===== config.mk =====
export PLATFORM = sky130hd
export DESIGN_NAME = lcd_spi_stream_flat
export DESIGN_NICKNAME = d
export VERILOG_FILES = /design/src/rtl/lcd_spi_stream_if.sv /design/src/rtl/lcd_spi_stream.sv /design/src/flat_wrapper.sv
export SDC_FILE = /design/constraint.sdc
export NUM_CORES = 1
export LEC_CHECK = 0
export CORE_ASPECT_RATIO = 0.5
export CORE_MARGIN = 3
export CORE_UTILIZATION = 50
export DETAILED_ROUTE_END_ITERATION = 12
export PLACE_DENSITY = 0.71
export SLEW_MARGIN = 10
export SYNTH_ARGS = -nofsm -noshare
export SYNTH_HDL_FRONTEND = slang
export SYNTH_SLANG_ARGS = --single-unit

===== constraint.sdc =====
create_clock -name oscclk -period 4.6 [get_ports oscclk]
set_input_delay 0.92 -clock oscclk [delete_from_list [all_inputs] [get_ports oscclk]]
set_output_delay 0.92 -clock oscclk [all_outputs]
set_load 0.05 [all_outputs]

===== src/rtl/lcd_spi_stream_if.sv =====
// Pixel fetch and 4-wire SPI panel bus between lcd_spi_stream (master) and lcd_draw/panel (slave).
interface lcd_spi_stream_if;
    logic [15:0] pixel_cnt;
    logic [15:0] pixel;
    logic        lcd_resetn;
    logic        lcd_cs;
    logic        lcd_rs;
    logic        lcd_clk;
    logic        lcd_data;

    modport master (
        output pixel_cnt, lcd_resetn, lcd_cs, lcd_rs, lcd_clk, lcd_data,
        input  pixel
    );

    modport slave (
        input  pixel_cnt, lcd_resetn, lcd_cs, lcd_rs, lcd_clk, lcd_data,
        output pixel
    );
endinterface


===== src/rtl/lcd_spi_stream.sv =====
// ST7789 bring-up (hardware reset, init ROM, address window) and RGB565 frame streaming over SPI mode 0.
// Macro LCD_CONTINUOUS_EN: when defined, frames repeat forever; otherwise the block idles after one frame.
module lcd_spi_stream #(
    parameter int H_RES        = 240,
    parameter int V_RES        = 135,
    parameter int CLK_DIV      = 2,
    parameter int RST_CYCLES   = 270000,
    parameter int DELAY_CYCLES = 3240000
) (
    input  logic              oscclk,
    input  logic              reset,
    lcd_spi_stream_if.master  bus,
    output logic              frame_done
);
    localparam logic [15:0]      PIX_LAST = 16'(H_RES * V_RES - 1);
    localparam int               DIV_W    = (CLK_DIV > 1) ? $clog2(CLK_DIV) : 1;
    localparam logic [DIV_W-1:0] DIV_LAST = DIV_W'(CLK_DIV - 1);
    localparam logic [DIV_W-1:0] CS_LEAD  = DIV_W'((CLK_DIV > 1) ? CLK_DIV - 2 : 0);
    localparam logic [21:0]      RST_LAST = 22'(RST_CYCLES - 1);
    localparam logic [21:0]      DLY_LAST = 22'(DELAY_CYCLES - 1);
    localparam logic [4:0]       IDX_INIT_LAST = 5'd8;
    localparam logic [4:0]       IDX_WIN       = 5'd9;
    localparam logic [4:0]       IDX_WIN_LAST  = 5'd19;

    typedef enum logic [3:0] {
        RST_LOW, RST_WAIT, INIT, INIT_DLY, WINDOW, STREAM_HI, STREAM_LO, FRAME_END, IDLE
    } state_t;

    // {rs, byte}: entries 0..8 are the init commands, 9..19 the CASET/RASET/RAMWR window.
    function automatic logic [8:0] rom_entry(input logic [4:0] idx);
        case (idx)
            5'd0:    rom_entry = 9'h001;
            5'd1:    rom_entry = 9'h011;
            5'd2:    rom_entry = 9'h03A;
            5'd3:    rom_entry = 9'h155;
            5'd4:    rom_entry = 9'h036;
            5'd5:    rom_entry = 9'h170;
            5'd6:    rom_entry = 9'h021;
            5'd7:    rom_entry = 9'h013;
            5'd8:    rom_entry = 9'h029;
            5'd9:    rom_entry = 9'h02A;
            5'd10:   rom_entry = 9'h100;
            5'd11:   rom_entry = 9'h128;
            5'd12:   rom_entry = 9'h101;
            5'd13:   rom_entry = 9'h117;
            5'd14:   rom_entry = 9'h02B;
            5'd15:   rom_entry = 9'h100;
            5'd16:   rom_entry = 9'h135;
            5'd17:   rom_entry = 9'h100;
            5'd18:   rom_entry = 9'h1BB;
            default: rom_entry = 9'h02C;
        endcase
    endfunction

    state_t           state_q, state_d;
    logic [21:0]      cnt_q, cnt_d;
    logic [4:0]       idx_q, idx_d;
    logic [15:0]      pix_q, pix_d;
    logic [7:0]       lo_q, lo_d;
    logic             resetn_q, resetn_d;
    logic             fd_q, fd_d;

    logic             busy_q, busy_d;
    logic             sck_q, sck_d;
    logic             cs_q, cs_d;
    logic             mosi_q, mosi_d;
    logic             rs_q, rs_d;
    logic [7:0]       sh_q, sh_d;
    logic [2:0]       bit_q, bit_d;
    logic [DIV_W-1:0] div_q, div_d;

    logic             start;
    logic [7:0]       tx_byte;
    logic             tx_rs;
    logic             byte_end;
    logic             can_load;

    // byte_end is the edge that drops SCK after bit 0; a new byte may load on it (back-to-back)
    // or, once the engine is idle, only after lcd_cs has been raised.
    assign byte_end = busy_q && sck_q && (div_q == DIV_LAST) && (bit_q == 3'd0);
    assign can_load = byte_end || (!busy_q && cs_q);

    always_comb begin
        state_d  = state_q;
        cnt_d    = cnt_q;
        idx_d    = idx_q;
        pix_d    = pix_q;
        lo_d     = lo_q;
        resetn_d = resetn_q;
        fd_d     = 1'b0;
        start    = 1'b0;
        tx_byte  = 8'h00;
        tx_rs    = 1'b0;
        case (state_q)
            RST_LOW: begin
                if (cnt_q == RST_LAST) begin
                    cnt_d    = 22'd0;
                    resetn_d = 1'b1;
                    state_d  = RST_WAIT;
                end else begin
                    cnt_d = cnt_q + 22'd1;
                end
            end
            RST_WAIT: begin
                if (cnt_q == RST_LAST) begin
                    cnt_d   = 22'd0;
                    state_d = INIT;
                end else begin
                    cnt_d = cnt_q + 22'd1;
                end
            end
            INIT: begin
                if (can_load) begin
                    start            = 1'b1;
                    {tx_rs, tx_byte} = rom_entry(idx_q);
                    idx_d            = idx_q + 5'd1;
                    if (idx_q <= 5'd1)
                        state_d = INIT_DLY;
                    else if (idx_q == IDX_INIT_LAST)
                        state_d = WINDOW;
                end
            end
            INIT_DLY: begin
                // The wait only counts once the command byte is out and lcd_cs is high again.
                if (!busy_q && cs_q) begin
                    if (cnt_q == DLY_LAST) begin
                        cnt_d   = 22'd0;
                        state_d = INIT;
                    end else begin
                        cnt_d = cnt_q + 22'd1;
                    end
                end
            end
            WINDOW: begin
                if (can_load) begin
                    start            = 1'b1;
                    {tx_rs, tx_byte} = rom_entry(idx_q);
                    if (idx_q == IDX_WIN_LAST) begin
                        idx_d   = IDX_WIN;
                        state_d = STREAM_HI;
                    end else begin
                        idx_d = idx_q + 5'd1;
                    end
                end
            end
            STREAM_HI: begin
                if (can_load) begin
                    start   = 1'b1;
                    tx_rs   = 1'b1;
                    tx_byte = bus.pixel[15:8];
                    lo_d    = bus.pixel[7:0];
                    state_d = STREAM_LO;
                end
            end
            STREAM_LO: begin
                if (can_load) begin
                    start   = 1'b1;
                    tx_rs   = 1'b1;
                    tx_byte = lo_q;
                    if (pix_q == PIX_LAST) begin
                        state_d = FRAME_END;
                    end else begin
                        pix_d   = pix_q + 16'd1;
                        state_d = STREAM_HI;
                    end
                end
            end
            FRAME_END: begin
                if (byte_end) begin
                    fd_d  = 1'b1;
                    pix_d = 16'd0;
`ifdef LCD_CONTINUOUS_EN
                    state_d = WINDOW;
`else
                    state_d = IDLE;
`endif
                end
            end
            IDLE: ;
            default: state_d = RST_LOW;
        endcase
    end

    always_comb begin
        busy_d = busy_q;
        sck_d  = sck_q;
        cs_d   = cs_q;
        mosi_d = mosi_q;
        rs_d   = rs_q;
        sh_d   = sh_q;
        bit_d  = bit_q;
        div_d  = div_q;
        if (start) begin
            busy_d = 1'b1;
            sck_d  = 1'b0;
            mosi_d = tx_byte[7];
            sh_d   = {tx_byte[6:0], 1'b0};
            rs_d   = tx_rs;
            bit_d  = 3'd7;
            div_d  = '0;
            if (CLK_DIV == 1)
                cs_d = 1'b0;
        end else if (busy_q) begin
            // With slower SCK, lcd_cs falls on the last cycle of the first low half-period.
            if (CLK_DIV > 1 && cs_q && !sck_q && div_q == CS_LEAD)
                cs_d = 1'b0;
            if (div_q == DIV_LAST) begin
                div_d = '0;
                sck_d = ~sck_q;
                if (sck_q) begin
                    if (bit_q == 3'd0) begin
                        busy_d = 1'b0;
                    end else begin
                        mosi_d = sh_q[7];
                        sh_d   = {sh_q[6:0], 1'b0};
                        bit_d  = bit_q - 3'd1;
                    end
                end
            end else begin
                div_d = div_q + 1'b1;
            end
        end else begin
            cs_d = 1'b1;
        end
    end

    always_ff @(posedge oscclk or negedge reset) begin
        if (!reset) begin
            state_q  <= RST_LOW;
            cnt_q    <= 22'd0;
            idx_q    <= 5'd0;
            pix_q    <= 16'd0;
            lo_q     <= 8'h00;
            resetn_q <= 1'b0;
            fd_q     <= 1'b0;
            busy_q   <= 1'b0;
            sck_q    <= 1'b0;
            cs_q     <= 1'b1;
            mosi_q   <= 1'b0;
            rs_q     <= 1'b0;
            sh_q     <= 8'h00;
            bit_q    <= 3'd0;
            div_q    <= '0;
        end else begin
            state_q  <= state_d;
            cnt_q    <= cnt_d;
            idx_q    <= idx_d;
            pix_q    <= pix_d;
            lo_q     <= lo_d;
            resetn_q <= resetn_d;
            fd_q     <= fd_d;
            busy_q   <= busy_d;
            sck_q    <= sck_d;
            cs_q     <= cs_d;
            mosi_q   <= mosi_d;
            rs_q     <= rs_d;
            sh_q     <= sh_d;
            bit_q    <= bit_d;
            div_q    <= div_d;
        end
    end

    assign bus.pixel_cnt  = pix_q;
    assign bus.lcd_resetn = resetn_q;
    assign bus.lcd_cs     = cs_q;
    assign bus.lcd_rs     = rs_q;
    assign bus.lcd_clk    = sck_q;
    assign bus.lcd_data   = mosi_q;
    assign frame_done     = fd_q;
endmodule


===== src/flat_wrapper.sv =====
// flat-port wrapper written by rule: the top's interface ports become plain ports
module lcd_spi_stream_flat 
#(
    parameter int H_RES        = 240,
    parameter int V_RES        = 135,
    parameter int CLK_DIV      = 2,
    parameter int RST_CYCLES   = 270000,
    parameter int DELAY_CYCLES = 3240000
)
  (oscclk, reset, frame_done, bus_pixel_cnt, bus_lcd_resetn, bus_lcd_cs, bus_lcd_rs, bus_lcd_clk, bus_lcd_data, bus_pixel);
  lcd_spi_stream_if bus_i ();
  input  logic oscclk;
  input  logic reset;
  output logic frame_done;
  output wire logic [$bits(bus_i.pixel_cnt)-1:0] bus_pixel_cnt;
  output wire logic [$bits(bus_i.lcd_resetn)-1:0] bus_lcd_resetn;
  output wire logic [$bits(bus_i.lcd_cs)-1:0] bus_lcd_cs;
  output wire logic [$bits(bus_i.lcd_rs)-1:0] bus_lcd_rs;
  output wire logic [$bits(bus_i.lcd_clk)-1:0] bus_lcd_clk;
  output wire logic [$bits(bus_i.lcd_data)-1:0] bus_lcd_data;
  input wire logic [$bits(bus_i.pixel)-1:0] bus_pixel;
  assign bus_pixel_cnt = bus_i.pixel_cnt;
  assign bus_lcd_resetn = bus_i.lcd_resetn;
  assign bus_lcd_cs = bus_i.lcd_cs;
  assign bus_lcd_rs = bus_i.lcd_rs;
  assign bus_lcd_clk = bus_i.lcd_clk;
  assign bus_lcd_data = bus_i.lcd_data;
  assign bus_i.pixel = bus_pixel;
  lcd_spi_stream #(.H_RES(H_RES), .V_RES(V_RES), .CLK_DIV(CLK_DIV), .RST_CYCLES(RST_CYCLES), .DELAY_CYCLES(DELAY_CYCLES)) u_core (.oscclk(oscclk), .reset(reset), .bus(bus_i), .frame_done(frame_done));
endmodule

==> Word level (Yosys, flattened, before mapping) <==
Memory sizes are Yosys's and may differ from the RTL's.
Index checks and enable logic that the tools add are counted.
{ "word_totals": {"wordCells": 149, "regBits": 74, "mem_count": 2, "romBits": 576, "inputBits": 18} }
{ "mem_list": {"columns": ["memory", "depth", "width", "rd", "rd_ports_with_merged_regs", "write_ports", "line", "source"], "rows": [
  ["(name not given)", 32, 9, 1, 0, 0, "lcd_spi_stream.sv:31", "case (idx)"],
  ["(name not given)", 32, 9, 1, 0, 0, "lcd_spi_stream.sv:31", null]
]} }
{ "classes": {"n_addsub": 5, "muxes": 66, "n_eq_ne": 27, "n_bitwise": 4, "n_reduce_logical": 29, "magnitude_cmp": 1} }
{ "ops": {"columns": ["operator", "n"], "rows": [
  ["$mux W8", 9],
  ["$mux W22", 3],
  ["$mux W16", 3],
  ["$mux W4", 12],
  ["$pmux W22 S2", 1],
  ["$pmux W4 S9", 1],
  ["$pmux W16 S2", 1],
  ["$pmux W8 S4", 1],
  ["$mux W1", 24],
  ["$add A22 B1 Y22 const B", 1],
  ["$eq A22 B19 Y1 const B", 1],
  ["$eq A22 B22 Y1 const B", 1],
  ["$ne A2 B1 Y1 const B", 11],
  ["$add A16 B1 Y16 const B", 1],
  ["$eq A16 B15 Y1 const B", 1],
  ["$eq A4 B3 Y1 const B", 4],
  ["$mux W3", 5],
  ["$mux W5", 3],
  ["$reduce_and A12 Y1", 1],
  ["$reduce_bool A2 Y1", 6],
  ["$pmux W5 S2", 1],
  ["$reduce_and A2 Y1", 5],
  ["$eq A4 B2 Y1 const B", 2],
  ["$reduce_and A4 Y1", 2],
  ["other kinds (21)", 32]
]} }

==> Longest topological paths before layout <==
{ "depth": {"depth_word": 8, "mapped_depth": 9, "mapped_depth_nobuf": 8} }

==> Worst setup path before layout <==
OpenSTA, ideal clock, no wires.
{ "synth_timing": {"path_kind": "register -> register", "start": "reg u_core.pix_q[5] (netlist: u_core.bus.pixel_cnt[5])", "end": "reg u_core.pix_q[3] (netlist: u_core.bus.pixel_cnt[3])", "t_arrival_ns": 2.246, "required_ns": 4.449, "path_stages_with_launch": 6, "period_less_slack_ns": 2.397, "setup_slack_ns": 2.203, "cell_sequence": "dfrtp_1 -> or4b_2 -> nor4_1 -> nor3b_1 -> xnor2_1 -> nor2_1"} }
{ "synth_between": {"elab_chain_cells": 3} }
{ "synth_lines": {"columns": ["element", "line", "source"], "rows": [
  ["start, declared", "lcd_spi_stream.sv:58", "logic [15:0] pix_q, pix_d;"],
  ["start signal, assigned", "lcd_spi_stream.sv:248", "pix_q <= pix_d;"],
  ["$eq A16 B15 Y1", "lcd_spi_stream.sv:160", "if (pix_q == PIX_LAST) begin"],
  ["$ne A2 B2 Y1 (no line)", null, null],
  ["$reduce_and A4 Y1 (no line)", null, null]
]} }
No other way between the ends.
A chain may end at the register's enable or synchronous reset.

==> Worst setup path after layout <==
{ "layout_timing": {"start": "reg u_core.state_q[3]", "end": "reg u_core.pix_q[12] (netlist: u_core.bus.pixel_cnt[12])"} }
{ "layout_between": {"elab_chain_cells": 3} }
{ "layout_lines": {"columns": ["element", "line", "source"], "rows": [
  ["start, declared", "lcd_spi_stream.sv:55", "state_t state_q, state_d;"],
  ["start signal, assigned", "lcd_spi_stream.sv:245", "state_q <= state_d;"],
  ["$eq A4 B3 Y1", "lcd_spi_stream.sv:94", "case (state_q)"],
  ["$ne A2 B1 Y1 (no line) (tied with other cells)", null, null],
  ["$reduce_and A4 Y1 (no line)", null, null]
]} }
Parallel ways exist; a longest one is shown, timed or not.

==> results.md <==
* Status: complete, no violations
* Vias in the first global route at just over 3000
* R2r worst-path depth at 6
* First-pass GRT wire length at between 15000 and 20000 um
* Post-CTS resize count at 0
* RSZ-0062 raised after global routing: false
* Clock Sink Count at 73
* Worst path slowest cell: nor4b_1
* Peak VDD IR at 0.1824 mV
* Top cells by area, synth: dfrtp_1, xor2_1, nor2_1, nand2_1, ha_1
* GRT Overall Usage at 0.2072
* Share of cells above drive strength 1 at 0.08230
* Largest net degree at the start of global routing at 74
* Mean Syn Cell Area at just over 9 um2
* Final Max Slew Viols at 0
* Vias/cell at 5.816
* CTS Hold Bufs at 0
* Drt first pass iters at 5
* # setup viols final at 0
* Worst Tran Pin Value at approximately 1.1 ns
* Arrival @ worst endpoint at between 2 and 3 ns
* Final period util at 0.5818
* Initial cell density of the core at 0.5414
* Post-synth EDFFs at 0
* CP Launch Type: flip-flop
* Pwr Total at approximately 0.0014 W
* WHS Path Cells at 1
* Placer Congestion at about 0.9
* Fmax at 373.6 MHz
* Crit-path cells: nor2b_1 > nand2_1 > nor4b_1 > nand3_1 > xor2_1 > nor2_1
* Clock transition at the registers of the reported paths at 0.06 ns
* Setup crit end kind: flip-flop
* Min Tclk post-route at 2.676 ns
* CP required at just under 5 ns
* Clock skew at approximately 0.0057 ns
* Global route overflow at 0
* Main synth FF type: dfrtp_1
* Area growth, synth to finish at 18.05%
* Remaining DRCs at 0
* Synth Instances at roughly 450
* Ys async rst share at 1.000
* Largest stage delay on the critical path at just over 0.8 ns
* Total core area at around 0.0077 mm2
* Deepest clock path buffer count at 2
* Vias at 3455
* CTS tree: done
* Power density over cell area at 293.3 mW/mm2
* P_leak at around 2.1 nW
* Syn nets at about 480
* # H-tree levels at 3
* Ant diodes at 0
* Fin area at approximately 0.0049 mm2
* Fillers at 658
* Initial antenna violation count at 0
* Root buf cell: clkbuf_16
* Post-DP Area at roughly 0.0046 mm2
* Layout Nets at 510
* Clock Latency Late Sink at 0.34 ns
* Crit path kind: reg2reg
* Final core occ at 0.6391
* Initial DRC count at roughly 340
* Maxcap violations at 0
* I/O Buffers at 39
* Total negative slack at 0 ns
* Num rows at 22
* CP max FO at 12
* Yosys top cell by area: dfrtp_1
* HPWL Detailed at between 6000 and 7000 um
* Final Hold Fails at 0
* Setup Buffers After CTS at 0
* Syn. warnings at 0
* CP Buf/Inv Count at 0
* Die Y at approximately 70 um
* WL final at a little over 9000 um
* Die width at roughly 140 um
* Post-DRT Antenna Nets at 0
* WL/cell at ~16 um
* Synth Cell Area at 0.004173 mm2
* I/O pin cnt at 40
* Post-synthesis sequential area ratio at 0.4381
* Crit path depth at 6
* Area share of the largest cell type after synthesis at 0.4318
* Slew HR at 0.2820
* Die area at ~0.0095 mm2
* Worst hold path type: reg2reg
* Synthesized flop and latch total at 73
* Final hold slack at approximately 0.48 ns
* Worst path top cell family by delay: simple AND/OR/NAND/NOR gates
* CTS Buf Count at 9
* Count of different cell masters after synthesis at between 50 and 60
-- path summary, 6_finish.rpt --
path | startpoint | to | slack, ns
max | u_core.state_q[3] | u_core.bus.pixel_cnt[12] | 1.92
min | u_core.bus.lcd_resetn | u_core.bus.lcd_resetn | 0.48
max reg2reg | u_core.state_q[3] | u_core.bus.pixel_cnt[12] | 1.92
min reg2reg | u_core.bus.lcd_resetn | u_core.bus.lcd_resetn | 0.48
max in group asynchronous | reset | u_core.bus.pixel_cnt[2] | 3.29
min in group asynchronous | reset | u_core.bus.pixel_cnt[13] | 0.71
-- kinds of logic (layout without fill, tap and decap cells) --
kind of cell | count (synthesis) | in the layout | share of synthesized area
fa+ha+maj | 11 | 11 | 0.03298
mux | 14 | 14 | 0.03718
buf+inv | 32 | 65 | 0.03688
flops | 73 | 73 | 0.4381
xor+xnor | 36 | 36 | 0.07556
compound gates | 86 | 86 | 0.1328
simple gates | 201 | 201 | 0.2465
-- synth_stat cells, drive strengths merged, types with 3 or more instances --
library cell	count
buf	8
a21oi	17
mux2i	5
xnor2	11
o21ai	25
o31ai	3
nand2	39
nand4	11
nand3	21
nor4	4
nor4b	3
nand2b	7
nor3	14
mux2	9
a211oi	3
nor2	58
and3	12
a31oi	7
or3	3
clkbuf	15
a22oi	8
dfrtp	72
or2	3
or4	3
nor3b	4
nor2b	7
a221o	3
inv	9
or4b	3
xor2	25
a21boi	4
ha	11
-- stage by stage --
stage | setup WS [ns] | cells
2_1_floorplan | 2.203 | 453
3_3_place_gp | 1.909 | 578
4_1_cts | 1.859 | 594
5_1_grt | 1.611 | 594
6_report | 1.924 | 594
3_5_place_dp | 1.881 | 578
-- cell usage in the layout, fill, tap and decap left out, types with 3 or more instances in the layout --
master / n
a22oi_1: 8
xor2_1: 25
a21oi_1: 17
a221o_1: 3
a31oi_1: 7
a21boi_0: 4
a211oi_1: 3
xnor2_1: 11
o21ai_0: 24
clkbuf_16: 9
nand3_1: 21
nand2_1: 39
dfrtp_1: 72
or3_1: 3
inv_1: 9
mux2i_1: 5
nor2b_1: 7
nor3b_1: 4
o31ai_1: 3
clkinvlp_4: 3
and3_1: 11
ha_1: 11
nand4_1: 11
clkdlybuf4s50_1: 38
nor4b_1: 3
nor3_1: 13
or2_2: 3
mux2_2: 8
nand2b_1: 7
nor2_1: 58
-- metal layers --
metal	up-vias	track usage	wire length, um
li1	1664	-	-
met1	1666	0.3170	4604
met2	114	0.2742	3857
met5	-	0	0
met3	11	0.06534	642
met4	0	0.07039	132
-- state kept, by name (all words and copies together) (netlist names) --
name / flops
u_core.bus.lcd_cs: 1
u_core.bus.lcd_clk: 1
u_core.state_q: 4
u_core.cnt_q: 22
u_core.bus.lcd_rs: 1
u_core.sh_q: 7
u_core.idx_q: 5
u_core.busy_q: 1
u_core.bus.pixel_cnt: 16
u_core.frame_done: 1
u_core.bit_q: 3
u_core.lo_q: 8
u_core.bus.lcd_data: 1
u_core.bus.lcd_resetn: 1
u_core.div_q: 1
-- final cells by class --
| type | instances | area, um2 | area share |
|---|---|---|---|
| multi-input cells | 348 | 2203 | 0.4473 |
| flip-flops and latches | 73 | 1828 | 0.3711 |
| repair buffers | 40 | 395.4 | 0.08026 |
| clock buffers | 10 | 239.0 | 0.04851 |
| well taps | 108 | 135.1 | 0.02743 |
| clock inverters | 6 | 91.34 | 0.01854 |
| inverters | 9 | 33.78 | 0.006858 |
-- power breakdown --
part | internal [W] | leakage (nW) | switching (W)
Clock | 0.000490 | 0.151 | 0.000276
Sequential | 0.000646 | 0.947 | 0.00000285
Combinational | 0.0000149 | 0.996 | 0.0000150
Total | 0.00115 | 2.09 | 0.000294
(Power assumes the default switching activity.)
